<file path="src/rtl/axis_bitmap_to_image_downsizer.sv">
// Strips a fixed number of leading 64-bit header lanes from each wide bitmap
// packet and re-emits the remaining payload lanes one per beat on a narrow stream.
module axis_bitmap_to_image_downsizer #(
  parameter int TDATA_WIDTH  = 256,
  parameter int TUSER_WIDTH  = 128,
  parameter int HEADER_LANES = 7
) (
  input  logic                      axis_aclk,
  input  logic                      axis_resetn,
  input  logic [TDATA_WIDTH-1:0]    axis_bitmap_tdata,
  input  logic [TDATA_WIDTH/8-1:0]  axis_bitmap_tkeep,
  input  logic [TUSER_WIDTH-1:0]    axis_bitmap_tuser,
  input  logic                      axis_bitmap_tvalid,
  output logic                      axis_bitmap_tready,
  input  logic                      axis_bitmap_tlast,
  output logic [TDATA_WIDTH/4-1:0]  axis_image_tdata,
  output logic [TDATA_WIDTH/32-1:0] axis_image_tkeep,
  output logic [TUSER_WIDTH-1:0]    axis_image_tuser,
  output logic                      axis_image_tvalid,
  input  logic                      axis_image_tready,
  output logic                      axis_image_tlast,
  output logic                      pkt_dropped
);

  localparam int LANES  = 4;
  localparam int LANE_W = TDATA_WIDTH / LANES;
  localparam int LANE_K = LANE_W / 8;
  localparam logic [9:0] HDR_LIM = 10'(HEADER_LANES);

  function automatic logic [1:0] lowest_idx(input logic [LANES-1:0] m);
    logic [1:0] idx;
    idx = 2'd0;
    for (int i = LANES - 1; i >= 0; i--) begin
      if (m[i]) idx = 2'(i);
    end
    return idx;
  endfunction

  function automatic logic [LANES-1:0] highest_bit(input logic [LANES-1:0] m);
    logic [LANES-1:0] r;
    r = {LANES{1'b0}};
    for (int i = 0; i < LANES; i++) begin
      if (m[i]) begin
        r    = {LANES{1'b0}};
        r[i] = 1'b1;
      end
    end
    return r;
  endfunction

  function automatic logic is_onehot(input logic [LANES-1:0] m);
    return (m != {LANES{1'b0}}) && ((m & (m - {{(LANES-1){1'b0}}, 1'b1})) == {LANES{1'b0}});
  endfunction

  logic [TDATA_WIDTH-1:0]   data_r;
  logic [TDATA_WIDTH/8-1:0] keep_r;
  logic [TUSER_WIDTH-1:0]   user_r;
  logic [LANES-1:0]         mask_r;
  logic [LANES-1:0]         last_r;
  logic [7:0]               hdr_cnt_r;
  logic                     seen_r;
  logic                     drop_r;

  logic [LANES-1:0] emit_s;
  logic [LANES-1:0] sel_oh_s;
  logic [1:0]       sel_s;
  logic [2:0]       pcnt_s;
  logic [9:0]       hdr_sum_s;
  logic [7:0]       hdr_next_s;
  logic             in_fire_s;
  logic             out_fire_s;

  // Classify each lane of the incoming beat as absent, header or payload.
  always_comb begin
    emit_s = {LANES{1'b0}};
    pcnt_s = 3'd0;
    for (int k = 0; k < LANES; k++) begin
      if (|axis_bitmap_tkeep[k*LANE_K +: LANE_K]) begin
        pcnt_s    = pcnt_s + 3'd1;
        emit_s[k] = (({2'b00, hdr_cnt_r} + 10'(k)) >= HDR_LIM);
      end else begin
        emit_s[k] = 1'b0;
      end
    end
    hdr_sum_s = {2'b00, hdr_cnt_r} + {7'd0, pcnt_s};
    if (hdr_sum_s >= HDR_LIM) begin
      hdr_next_s = HDR_LIM[7:0];
    end else begin
      hdr_next_s = hdr_sum_s[7:0];
    end
  end

  assign sel_s      = lowest_idx(mask_r);
  assign sel_oh_s   = {{(LANES-1){1'b0}}, 1'b1} << sel_s;
  assign out_fire_s = axis_image_tvalid & axis_image_tready;
  assign in_fire_s  = axis_bitmap_tvalid & axis_bitmap_tready;

  // Accept a new beat when the buffer is empty or its last lane leaves this cycle.
  assign axis_bitmap_tready = axis_resetn &
                              ((mask_r == {LANES{1'b0}}) | (is_onehot(mask_r) & axis_image_tready));

  assign axis_image_tvalid = (mask_r != {LANES{1'b0}});
  assign axis_image_tdata  = data_r[sel_s*LANE_W +: LANE_W];
  assign axis_image_tkeep  = keep_r[sel_s*LANE_K +: LANE_K];
  assign axis_image_tlast  = |(last_r & mask_r & sel_oh_s);
  assign axis_image_tuser  = user_r;
  assign pkt_dropped       = drop_r;

  // Holding buffer, header lane count and per-packet emit bookkeeping.
  always_ff @(posedge axis_aclk or negedge axis_resetn) begin
    if (!axis_resetn) begin
      data_r    <= {TDATA_WIDTH{1'b0}};
      keep_r    <= {(TDATA_WIDTH/8){1'b0}};
      user_r    <= {TUSER_WIDTH{1'b0}};
      mask_r    <= {LANES{1'b0}};
      last_r    <= {LANES{1'b0}};
      hdr_cnt_r <= 8'd0;
      seen_r    <= 1'b0;
      drop_r    <= 1'b0;
    end else begin
      drop_r <= 1'b0;
      if (in_fire_s) begin
        hdr_cnt_r <= axis_bitmap_tlast ? 8'd0 : hdr_next_s;
        if (emit_s != {LANES{1'b0}}) begin
          data_r <= axis_bitmap_tdata;
          keep_r <= axis_bitmap_tkeep;
          user_r <= axis_bitmap_tuser;
          mask_r <= emit_s;
          last_r <= axis_bitmap_tlast ? highest_bit(emit_s) : {LANES{1'b0}};
        end else begin
          mask_r <= {LANES{1'b0}};
          last_r <= {LANES{1'b0}};
        end
        if (axis_bitmap_tlast) begin
          seen_r <= 1'b0;
          drop_r <= (emit_s == {LANES{1'b0}}) & ~seen_r;
        end else if (emit_s != {LANES{1'b0}}) begin
          seen_r <= 1'b1;
        end
      end else if (out_fire_s) begin
        mask_r <= mask_r & ~sel_oh_s;
      end
    end
  end

endmodule
</file>
<file path="config.mk">
export PLATFORM = sky130hd
export DESIGN_NAME = axis_bitmap_to_image_downsizer
export DESIGN_NICKNAME = d
export VERILOG_FILES = /design/src/rtl/axis_bitmap_to_image_downsizer.sv
export SDC_FILE = /design/constraint.sdc
export NUM_CORES = 1
export LEC_CHECK = 0
export CAP_MARGIN = 20
export CELL_PAD_IN_SITES_DETAIL_PLACEMENT = 0
export CELL_PAD_IN_SITES_GLOBAL_PLACEMENT = 1
export CORE_MARGIN = 2
export CORE_UTILIZATION = 34
export DETAILED_ROUTE_END_ITERATION = 6
export PLACE_DENSITY_LB_ADDON = 0.05
export SYNTH_ARGS = -nofsm -noshare
export SYNTH_HDL_FRONTEND = slang
export SYNTH_SLANG_ARGS = --single-unit
</file>
<file path="constraint.sdc">
create_clock -name axis_aclk -period 2.7 [get_ports axis_aclk]
set_input_delay 0.675 -clock axis_aclk [delete_from_list [all_inputs] [get_ports axis_aclk]]
set_output_delay 0.675 -clock axis_aclk [all_outputs]
set_load 0.01 [all_outputs]
</file>
==> results of run 1 <==
-- cells by family after synthesis --
logic type / count (synthesis)
AOI/OAI and AO/OA: 187
buffers and inverters: 92
muxes: 489
DFF: 434
adders and majority gates: 16
and+or+nand+nor: 78
xor gates and xnor gates: 7
-- Yosys cell counts, types with 2 or more instances --
master and count:
a21o_1 2, nor3_1 4, buf_2 12, nand2_1 23, a221o_1 2, mux2_1 29, and2_1 8, nor4_1 9
nor2b_1 3, o41ai_1 2, o31ai_1 3, mux2_2 288, xor2_1 6, nor3b_1 2, o21ai_2 2, clkbuf_1 23
buf_4 20, buf_12 10, mux2_4 100, a21oi_1 7, nand3b_1 2, mux2i_1 72, nand3_1 4, buf_1 11
nor2_1 17, a22oi_1 72, o21ai_0 80, ha_1 14, buf_6 5, dfrtp_1 434, a221oi_1 3, o21a_1 5
inv_1 9
-- state kept, by name, summed over array words and instances, names as in the netlist --
signal / cells
data_r: 256
axis_image_tuser: 128
keep_r: 32
hdr_cnt_r: 8
last_r: 4
mask_r: 4
pkt_dropped: 1
seen_r: 1
-- per-layer routing --
| layer | vias to the layer above | part of all wire [%] | global-route usage, % |
|---|---|---|---|
| li1 | 6562 | - | - |
| met1 | 7346 | 40 | 28.7 |
| met5 | - | 0.29 | 0 |
| met4 | 34 | 2.2 | 6.92 |
| met2 | 416 | 51 | 41.2 |
| met3 | 118 | 7.1 | 7.76 |
-- final cells by class --
cell class	instances	area [sq um]	share of cell area, %
Multi-Input combinational cell	777	8600	26.4
Clock buffer	78	1560	4.80
Sequential cell	434	10900	33.4
Tap cell	756	946	2.91
Clock inverter	12	150	0.462
Inverter	10	40.0	0.123
Antenna cell	9	22.5	0.0692
Timing Repair Buffer	910	10300	31.8
-- path summary, 6_finish.rpt --
| kind | cells after the start | start | endpoint |
|---|---|---|---|
| setup / recovery | 18 | axis_bitmap_tkeep[12] | hdr_cnt_r[1] |
| hold / removal | 2 | axis_resetn | data_r[111] |
| setup reg to reg | 14 | hdr_cnt_r[1] | keep_r[12] |
| hold reg to reg | 2 | last_r[1] | last_r[1] |
| max in group asynchronous | 3 | axis_resetn | hdr_cnt_r[1] |
| min in group axis_aclk | 2 | axis_bitmap_tkeep[0] | keep_r[0] |
-- power by group --
part | total [mW] | switching [mW] | leakage (nW) | internal, mW
Combinational | 26.6 | 10.5 | 7.98 | 16.1
Clock | 7.06 | 2.82 | 0.850 | 4.24
Sequential | 11.9 | 1.99 | 5.12 | 9.89
-- through the flow --
step / power (mW) / TNS [ns] / util [%] / instances
after global placement: 32.0 / -232.74 / 48.9 / 2730
after CTS: 44.1 / -35.08 / 56.6 / 2944
after global routing: 47.8 / -75.30 / 58.0 / 2985
after floorplan: 22.1 / -1.82 / - / 1303
after detailed placement: 32.2 / -238.94 / 48.9 / 2730
final: 45.5 / -26.26 / 58.0 / 2986
-- what timing repair did --
action	4_1_cts	5_1_grt
gates resized for setup	667	206
endpoints found under the setup margin	482	495
pin swaps	37	52
cloned	44	16
setup buffers	87	44
-- worst max-delay path, cell delays in order --
cell	delay (ns)
buf_8	0.10
nor4_4	0.30
nand2_2	0.14
inv_2	0.09
ha_4	0.21
xor2_2	0.17
buf_4	0.13
xor2_1	0.16
ha_2	0.22
inv_2	0.04
fa_2	0.37
nor2b_4	0.14
buf_4	0.12
buf_6	0.08
a21oi_2	0.04
o21ai_1	0.14
and4_4	0.27
a221oi_2	0.06
==> results.ini, run 1 <==
[outcome]
status=finished, violations left
failed_checks=setup timing

[global_routing]
grt-ovfl-total=0
grt_pass1_vias=15800
antenna_found_initial=26
grt_usage_pct=24.0
grt_start_max_net_pins=152
grt_pass1_wl_microns=105000

[routing]
drt_iter0_drc=488
first_pass_iters=4
wirelength_microns=72000
drc=0
wl_per_cell_microns=24.1
ant_nets=0
post_drt_via_cell_ratio=4.85
vias=14500

[clock_tree]
numCtsBuffers=51
h-tree-depth=2
cts_root_buf=clkbuf_16
cts_tree=yes
clk_latency_ns=0.61
ctsHoldBuffers=0
cts_sinks=434
clk_pin_slew_ns=0.06
clockBufferDepth=3

[setup_path]
crit_path_end_kind=register
critPathMaxFanout=3
path_class=in -> reg
reg2reg_slack_ns=-0.17
cp_data_arrival_time_ns=3.46
worstSetupStartpointType=input pin
critPathRequiredTime_ns=3.15

[placement]
preCtsSetupSlack_ns=-1.34
dp_hpwl_microns=48100
dpl_cell_area_sq_um=27400
gp_congestion=0.862
io_buffers=624

[timing]
drv_slew=0
final.setup.worst_slack_ns=-0.314
clock-skew-final_ns=0.0220
fin_crit_sh_pct=112
fmax_mhz=332
rsz0062_at_grt=true
worstMarginPinSlew_ns=0.959
slew_headroom_pct=36.1
finalHoldViolCount=0
whs_ns=0.213
final-setup-viol-count=387
min_period_ns=3.01

[run]
cap_violations=0

[yosys]
yosysWarnings=0
synth.largest_area_cell=dfrtp_1
synthTopCellsByArea=dfrtp_1 (57%), mux2_2 (17%), mux2_4 (7.8%)
seq_area_frac_synth_pct=56.6
synth_top_family_by_area=multiplexers
postSynth.asyncResetShare_pct=100
avgSynthCellArea_sq_um=14.7
synth-compound-area-share_pct=6.38
synth_fa_ha_area_share_pct=1.07
synth_nets=1739
synth_mux_area_share_pct=30.2
synth_cells=1303
yosys.cell_types.count=53
synth_seq_cells=434
yosys.area.top_type_share_pct=56.6
ys.flop_type=dfrtp_1
synth_edf_count=0
synthSimpleGateAreaFrac_pct=2.05
syn_area_sq_um=19200
synth-xor-area-share_pct=0.320

[power_and_ir_drop]
cellPowerDensity_nw_per_um2=1400
ir_drop_v=0.000635
leakagePower_nw=13.9

[die]
die_area_sq_um=58300
fp.dieH_microns=242
start_util_pct=34.2
io_pins=625
die_w_microns=242
rows=87
core_sq_um=56100

[final_layout]
final_area_sq_um=32500
nets=2620
drive_gt1_share_pct=44.5
final_cell_mix=clkdlybuf4s50_1 (523), dfrtp_1 (430), mux2_2 (260), mux2_4 (156), buf_4 (106)
mostFrequentLayoutCell=clkdlybuf4s50_1
fill_cells=4636
area_delta_synth_final_pct=69.6

[hold_path]
hold_class=in -> async

No activity file was read; power rests on OpenSTA's default activity.
==> run 2, diff against run 1 <==
--- a/config.mk
+++ b/config.mk
@@ -11,6 +11,7 @@
 export CORE_MARGIN = 2
 export CORE_UTILIZATION = 34
 export DETAILED_ROUTE_END_ITERATION = 6
+export GPL_ROUTABILITY_DRIVEN = 0
 export PLACE_DENSITY_LB_ADDON = 0.05
 export SYNTH_ARGS = -nofsm -noshare
 export SYNTH_HDL_FRONTEND = slang
==> results of run 2 <==
Same layout as run 1: the final DEF is identical, and so are final timing and power.
